## config.mk

```make
export PLATFORM = sky130hd
export DESIGN_NAME = pipelined_adder
export DESIGN_NICKNAME = d
export VERILOG_FILES = /design/src/rtl/adder_pkg.sv /design/src/rtl/adder_slice.sv /design/src/rtl/pipelined_adder.sv
export SDC_FILE = /design/constraint.sdc
export NUM_CORES = 1
export LEC_CHECK = 0
export BUFFER_PORTS_ARGS = -buffer_cell sky130_fd_sc_hd__buf_2
export CELL_PAD_IN_SITES_DETAIL_PLACEMENT = 1
export CELL_PAD_IN_SITES_GLOBAL_PLACEMENT = 2
export CORE_UTILIZATION = 33
export CTS_BUF_LIST = sky130_fd_sc_hd__clkbuf_4 sky130_fd_sc_hd__clkbuf_8
export CTS_CLUSTER_SIZE = 28
export DETAILED_ROUTE_END_ITERATION = 8
export PLACE_DENSITY = 0.87
export SETUP_SLACK_MARGIN = 0.15
export SYNTH_ARGS = -nofsm -noshare
export SYNTH_HDL_FRONTEND = slang
export SYNTH_SLANG_ARGS = --single-unit
```

## constraint.sdc

```tcl
create_clock -name clk -period 2.2 [get_ports clk]
set_input_delay 0.22 -clock clk [delete_from_list [all_inputs] [get_ports clk]]
set_output_delay 0.22 -clock clk [all_outputs]
set_load 0.02 [all_outputs]
```

## src/rtl/adder_pkg.sv

```systemverilog
// Shared constants and helpers for the pipelined adder family.
package adder_pkg;
  localparam int DEFAULT_WIDTH  = 32;
  localparam int DEFAULT_STAGES = 4;

  // Bits handled per pipeline stage. A zero stage count falls back to the full width
  // so that elaboration reaches the parameter check instead of failing on a divide.
  function automatic int chunk_w(input int width, input int stages);
    return (stages > 0) ? width / stages : width;
  endfunction
endpackage

```

## src/rtl/adder_slice.sv

```systemverilog
// Combinational W-bit add slice with carry-out and carry into its top bit.
module adder_slice #(
  parameter int W = 8
) (
  input  logic [W-1:0] x,
  input  logic [W-1:0] y,
  input  logic         ci,
  output logic [W-1:0] s,
  output logic         co,
  output logic         c_msb_in
);
  logic [W:0] full;

  assign full     = {1'b0, x} + {1'b0, y} + {{W{1'b0}}, ci};
  assign s        = full[W-1:0];
  assign co       = full[W];
  // The top sum bit is x^y^carry_in, so the carry into the MSB can be recovered from it.
  assign c_msb_in = x[W-1] ^ y[W-1] ^ s[W-1];
endmodule

```

## src/rtl/pipelined_adder.sv

```systemverilog
// WIDTH-bit adder split into STAGES carry-registered chunks, with a valid/ready pipe
// that stalls as a whole under back-pressure.
module pipelined_adder
  import adder_pkg::*;
#(
  parameter int WIDTH  = DEFAULT_WIDTH,
  parameter int STAGES = DEFAULT_STAGES
) (
  input  logic             clk,
  input  logic             rst_n,
  input  logic [WIDTH-1:0] a,
  input  logic [WIDTH-1:0] b,
  input  logic             cin,
  input  logic             in_valid,
  output logic             in_ready,
  output logic [WIDTH-1:0] sum,
  output logic             cout,
  output logic             overflow,
  output logic             out_valid,
  input  logic             out_ready
);
  localparam int CHUNK = chunk_w(WIDTH, STAGES);

  if (WIDTH < 1 || STAGES < 1 || STAGES > WIDTH || (WIDTH % STAGES) != 0) begin : g_param_err
    $error("pipelined_adder: WIDTH must be >= 1 and a multiple of STAGES, 1 <= STAGES <= WIDTH");
  end

  logic adv;

  for (genvar k = 0; k < STAGES; k++) begin : g_stage
    localparam int LO = k * CHUNK;
    localparam int YW = WIDTH - LO;

    // x carries the finished low sum chunks plus the not-yet-added high chunks of a;
    // y carries only the high chunks of b that are still to be added.
    logic [WIDTH-1:0] xin;
    logic [WIDTH-1:0] xnx;
    logic [YW-1:0]    yin;
    logic             ci;
    logic             vin;
    logic [CHUNK-1:0] s;
    logic             co;
    logic             cm;
    logic [WIDTH-1:0] x_p;
    logic             c_p;
    logic             vld_p;

    if (k == 0) begin : g_in
      assign xin = a;
      assign yin = b;
      assign ci  = cin;
      assign vin = in_valid;
    end else begin : g_in
      assign xin = g_stage[k-1].x_p;
      assign yin = g_stage[k-1].g_y.y_p;
      assign ci  = g_stage[k-1].c_p;
      assign vin = g_stage[k-1].vld_p;
    end

    adder_slice #(.W(CHUNK)) u_slice (
      .x        (xin[LO +: CHUNK]),
      .y        (yin[CHUNK-1:0]),
      .ci       (ci),
      .s        (s),
      .co       (co),
      .c_msb_in (cm)
    );

    always_comb begin
      xnx             = xin;
      xnx[LO +: CHUNK] = s;
    end

    // ---- stage k register boundary ----
    always_ff @(posedge clk or negedge rst_n) begin
      if (!rst_n) begin
        x_p   <= '0;
        c_p   <= 1'b0;
        vld_p <= 1'b0;
      end else if (adv) begin
        x_p   <= xnx;
        c_p   <= co;
        vld_p <= vin;
      end
    end

    if (k < STAGES - 1) begin : g_y
      logic [YW-CHUNK-1:0] y_p;
      logic                cm_unused;

      assign cm_unused = cm;

      always_ff @(posedge clk or negedge rst_n) begin
        if (!rst_n) y_p <= '0;
        else if (adv) y_p <= yin[YW-1:CHUNK];
      end
    end else begin : g_o
      logic ovf_p;

      always_ff @(posedge clk or negedge rst_n) begin
        if (!rst_n) ovf_p <= 1'b0;
        else if (adv) ovf_p <= co ^ cm;
      end
    end
  end

  assign sum       = g_stage[STAGES-1].x_p;
  assign cout      = g_stage[STAGES-1].c_p;
  assign overflow  = g_stage[STAGES-1].g_o.ovf_p;
  assign out_valid = g_stage[STAGES-1].vld_p;
  assign adv       = out_ready | ~out_valid;
  assign in_ready  = adv;
endmodule

```

* Yosys cells after proc, flatten, opt, wreduce, memory -nomap -nowiden *
Cells that the tools add are included.
W data, S select, Z words.

storage, ports and cells
  ROM bits = 0
  flip-flop bits (word level) = 185
  memories = 0
  latch bits = 0
  memory bits (writable) = 0

cells by class
  $add $sub $neg = 8
  reduce and logical (&&, ||, !) cells = 0
  shift operators = 0
  mux-type cells = 0
  bitwise logic cells = 5
  div/mod/pow operators = 0
  magnitude comparators = 0
  $mul = 0
  equal/unequal tests = 0

operator list
  cell           number
  $add A8 B8 Y9  4
  $add A9 B1 Y9  4
  $xor A1 B1 Y1  3
  $not A1 Y1     1
  $or A1 B1 Y1   1

* Longest topological paths before layout *
  depth after elaboration = 4
  mapped depth = 8
  depth with buffers taken out = 8

* Hierarchy *
A second synthesis with hierarchy kept.

second synthesis, totals
  cells, all modules = 565
  area total of the unflattened synthesis = 8499.4 um2

by module, submodules not included
  module                                instances  cells an instance  area each (um2)
  pipelined_adder                       1          393                7080.5
  adder_slice (g_stage[2].u_slice ...)  2          43                 364.1
  adder_slice (g_stage[0].u_slice ...)  2          43                 345.3

* Least setup slack after synthesis *
No wires, ideal clock.

  path type = register to register
  from = register g_stage[2].x_p[24]
  to = register g_stage[3].g_o.ovf_p, in the netlist overflow
  setup slack = 0.063 ns
  library setup time = 0.126 ns
  arrival = 2.011 ns
  cell stages (with the launch flop) = 9
  data required time = 2.074 ns
  cells stage by stage = dfrtp_1 fa_1 fa_1 a21oi_1 o22ai_1 nand2b_1 a21oi_2 xor2_1 a21oi_1

between the ends
  longest elaborated chain between the ends = 4

RTL lines
  element                 RTL line                RTL
  from (decl)             pipelined_adder.sv:44   logic [WIDTH-1:0] x_p;
  from (signal assigned)  pipelined_adder.sv:81   x_p <= xnx;
  $add A8 B8 Y9 *         adder_slice.sv:14       assign full = {1'b0, x} + {1'b0, y} + {{W{1'b0}}, ci};
  $add A9 B1 Y9 *         adder_slice.sv:14
  $xor A1 B1 Y1           adder_slice.sv:18       assign c_msb_in = x[W-1] ^ y[W-1] ^ s[W-1];
  $xor A1 B1 Y1 *         pipelined_adder.sv:102  else if (adv) ovf_p <= co ^ cm;
  to (signal assigned)    pipelined_adder.sv:102
  to (decl)               pipelined_adder.sv:98   logic ovf_p;

Every way passes the cells marked *; elsewhere a longest branch is shown, timed or not.
A chain may end at the register's enable or synchronous reset.

* Final worst setup path *
  from = register g_stage[1].x_p[16]
  to = register g_stage[2].x_p[22]

between the ends
  longest elaborated chain between the ends = 2

RTL lines
  element                 RTL line
  from (decl)             pipelined_adder.sv:44
  from (signal assigned)  pipelined_adder.sv:81
  $add A8 B8 Y9           adder_slice.sv:14
  $add A9 B1 Y9           adder_slice.sv:14

Every way passes these cells.

==> out/qor.tcl <==
set qor(core_region_area_um2) 23680
set qor(dr.pass1.iters) 4
set qor(sequential_cell_area_fraction_in_the_yosys_report_pct) 57.43
set qor(ctsHtreeMaxLevel) 4
set qor(syn-num-nets) 1001
set qor(startpoint) {g_stage[1].x_p[16]}
set qor(ys_seq_elements) 185
set qor(gpl.final_weighted_congestion) 0.7691
set qor(clock-sinks) 185
set qor(final_cell_count_no_fill) 1384
set qor(fp.dieArea_um2) 25060
set qor(timing.final.hold_violations) 0
set qor(synth.avg_cell_area_um2) 8.997
set qor(path_class) {flop to flop}
set qor(port_buffers) 104
set qor(routed_wl_mm) 18.20
set qor(root_buffer) {sky130_fd_sc_hd__clkbuf_8}
set qor(cts_tree) {done}
set qor(ir_drop_mv) 1.304
set qor(die_h_um) 158.3
set qor(netlist_instances) 896
set qor(boundaryPins) 105
set qor(skew_ns) 0.01531
set qor(min_from) {b[8]}
set qor(critical_path.max_fanout) 2
set qor(grt_pass1_wl_mm) 31.44
set qor(synth.distinct_cells) 30
set qor(run_status) {finished clean}
set qor(iter_0_drt_violations) 220
set qor(timing.slew.headroom_pct) 57.50
set qor(dieWidth_um) 158.3
set qor(clock_path_buffers) 2
set qor(max_slew.worst_pin.slew_ns) 0.6375
set qor(insertion_delay_ns) 0.46
set qor(synth_most_common_cell) {sky130_fd_sc_hd__nand2_1}
set qor(fin_total_pwr_w) 0.01414
set qor(synth-warning-count) 0
set qor(max_cap_viols) 0
set qor(syn_to_final_growth_pct) 25.21
set qor(worst_hold_path_type) {input port to flop}
set qor(cellLeakagePower_nw) 5.280
set qor(async_reset_ff_share_pct) 100.0
set qor(min_period_over_period_pct) 99.13
set qor(global_route.usage.met3_pct) 3.212
set qor(grt.met2_usage_pct) 27.09
set qor(synthFlopType) {sky130_fd_sc_hd__dfrtp_1}
set qor(filler_cell_count) 2787
set qor(antennaDiodeCount) 0
set qor(dp_cells) 1291
set qor(grt_busiest_layer) {met2}
set qor(grt_util_met1_pct) 20.33
set qor(grt_setup_unrepaired) {yes}
set qor(drt_drc_violations_left) 0
set qor(drive_gt1_share_pct) 17.93
set qor(clk_transition_reported_paths_ns) 0.10
set qor(critPathCaptureType) {flop}
set qor(placement_rows) 56
set qor(max_freq_mhz) 458.6
set qor(start_kind) {flop}
set qor(fin_hold_ws_ns) 0.04875
set qor(timing.final.setup_violations) 0
set qor(critical_path.reg2reg.startpoint) {g_stage[1].x_p[16]}
set qor(vias_per_cell) 4.493
set qor(fin_crit_ns) 2.181
set qor(dp_hpwl_mm) 11.82
set qor(routed-via-count) 6219
set qor(synth.cell_area_um2) 8061
set qor(setup_total_negative_slack_ns) 0
set qor(report.final.slew_viol_count) 0
set qor(track_usage_pct) 15.90
set qor(fin_nets) 1157
set qor(power-per-cell-area_nw_per_um2) 1400
set qor(worst-endpoint-arrival_ns) 2.50
set qor(postRouteAntennaNets) 0
set qor(number_of_global_route_vias_before_repair) 6528
set qor(worst-endpoint-required_ns) 2.52
set qor(ys_top_cells_by_area) {sky130_fd_sc_hd__dfrtp_1 57%, sky130_fd_sc_hd__nand2_1 22%, sky130_fd_sc_hd__ha_1 4.3%}
set qor(number_of_antenna_violations_at_the_first_check_in_global_routing) 0
set qor(grt_remaining_overflow) 0
set qor(cts_made_buffers) 17
set qor(count_of_flip_flops_with_a_built_in_enable_after_synthesis) 0
set qor(floorplan.initialDensity_pct) 34.04
set qor(synth.top_cells.by_count) {481 x sky130_fd_sc_hd__nand2_1, 185 x sky130_fd_sc_hd__dfrtp_1, 34 x sky130_fd_sc_hd__buf_2}
set qor(grt_max_degree) 125
set qor(post-synth-top-area-fraction_pct) 57.43
set qor(synthDominantAreaCellType) {sky130_fd_sc_hd__dfrtp_1}
set qor(avgRoutedWirePerCell_um) 13.15
==> repair_timing <==
| item | 4_1_cts | 5_1_grt |
|---|---|---|
| pin swaps | 10 | 9 |
| hold buffers | 49 | 0 |
| endpoints found under the setup margin | 5 | 10 |
| setup buffers | 7 | 5 |
| endpoints found under the hold margin | 97 | 0 |
| gates resized for setup | 6 | 9 |
==> cells in the final DEF, fill, tap and decap left out, drive strengths merged, types with 4 or more instances in the layout <==
master       netlist  routed
xnor2             14      14
a21o               8       8
nand2            481     481
dfrtp            185     185
o21bai             7       7
inv               12      16
a31oi              6       6
ha                28      28
xor2               8       8
fa                 8       8
nor3               6       6
a21oi             24      24
dlygate4sd3        0      49
o21ai             23      23
buf               35     128
clkinv             0       4
clkbuf             6      22
nor2              28      28
==> state kept, by name (all words and copies together) (netlist names) <==
signal           cells
g_stage.vld_p        3
out_valid            1
g_stage.g_y.y_p     48
g_stage.c_p          3
sum                 32
cout                 1
g_stage.x_p         96
overflow             1
==> worst paths after layout <==
| check | endpoint | slack, ns | cells past startpoint |
|---|---|---|---|
| setup / recovery | g_stage[2].x_p[22] | 0.02 | 8 |
| min in group asynchronous | g_stage[0].g_y.y_p[12] | 0.27 | 2 |
| hold / removal | g_stage[0].g_y.y_p[0] | 0.05 | 3 |
| max in group asynchronous | cout | 1.24 | 3 |
| setup reg to reg | g_stage[2].x_p[22] | 0.02 | 8 |
| hold reg to reg | sum[13] | 0.47 | 2 |
==> cells by family (layout without fill, tap and decap cells) <==
kind of cell,after synthesis,after routing,synth area share [%]
compound gates,75,75,5.836
xor+xnor,22,22,2.390
fa+ha+maj,36,36,6.332
buf+inv,53,222,3.042
flops,185,185,57.43
simple gates,525,525,24.97
==> worst max-delay path: stages (launching register included) <==
cell	delay, ns
sky130_fd_sc_hd__dfrtp_1	0.42
sky130_fd_sc_hd__fa_2	0.41
sky130_fd_sc_hd__fa_2	0.36
sky130_fd_sc_hd__a21o_1	0.17
sky130_fd_sc_hd__a21oi_2	0.15
sky130_fd_sc_hd__buf_4	0.13
sky130_fd_sc_hd__o21bai_1	0.08
sky130_fd_sc_hd__a211oi_2	0.23
sky130_fd_sc_hd__o31ai_2	0.08
==> metrics by stage <==
stage | utilization (%) | area, um2 | setup WS, ns
after floorplan | - | 8080 | 0.1924
after global placement | 37.98 | 8994 | 0.03089
after detailed placement | 37.98 | 8994 | -0.02577
after CTS | 42.29 | 10010 | 0.02631
after global routing | 42.62 | 10090 | -0.09436
final | 42.62 | 10090 | 0.01923
==> routing by layer <==
| layer | share of wire, % | wire length, um | up-vias |
|---|---|---|---|
| li1 | - | - | 3109 |
| met1 | 47 | 8550 | 3015 |
| met2 | 49 | 8984 | 75 |
| met3 | 2.2 | 395 | 20 |
| met4 | 1.5 | 269 | 0 |
| met5 | 0 | 0 | - |
==> final cells by class <==
| class | instances | area [um2] | area share (%) |
|---|---|---|---|
| flip-flops and latches | 185 | 4629 | 45.87 |
| multi-input cells | 658 | 3279 | 32.49 |
| repair buffers | 178 | 1290 | 12.78 |
| well taps | 319 | 399.1 | 3.954 |
| clock buffers | 21 | 289.0 | 2.864 |
| clock inverters | 11 | 156.4 | 1.550 |
| inverters | 12 | 50.05 | 0.4958 |
==> report_power, final <==
group / switching, W / total, W / internal (W)
logic: 0.00341 / 0.00588 / 0.00247
clock network: 0.00125 / 0.00252 / 0.00127
registers: 0.000858 / 0.00574 / 0.00488
Power figures use the tool's default switching activity.
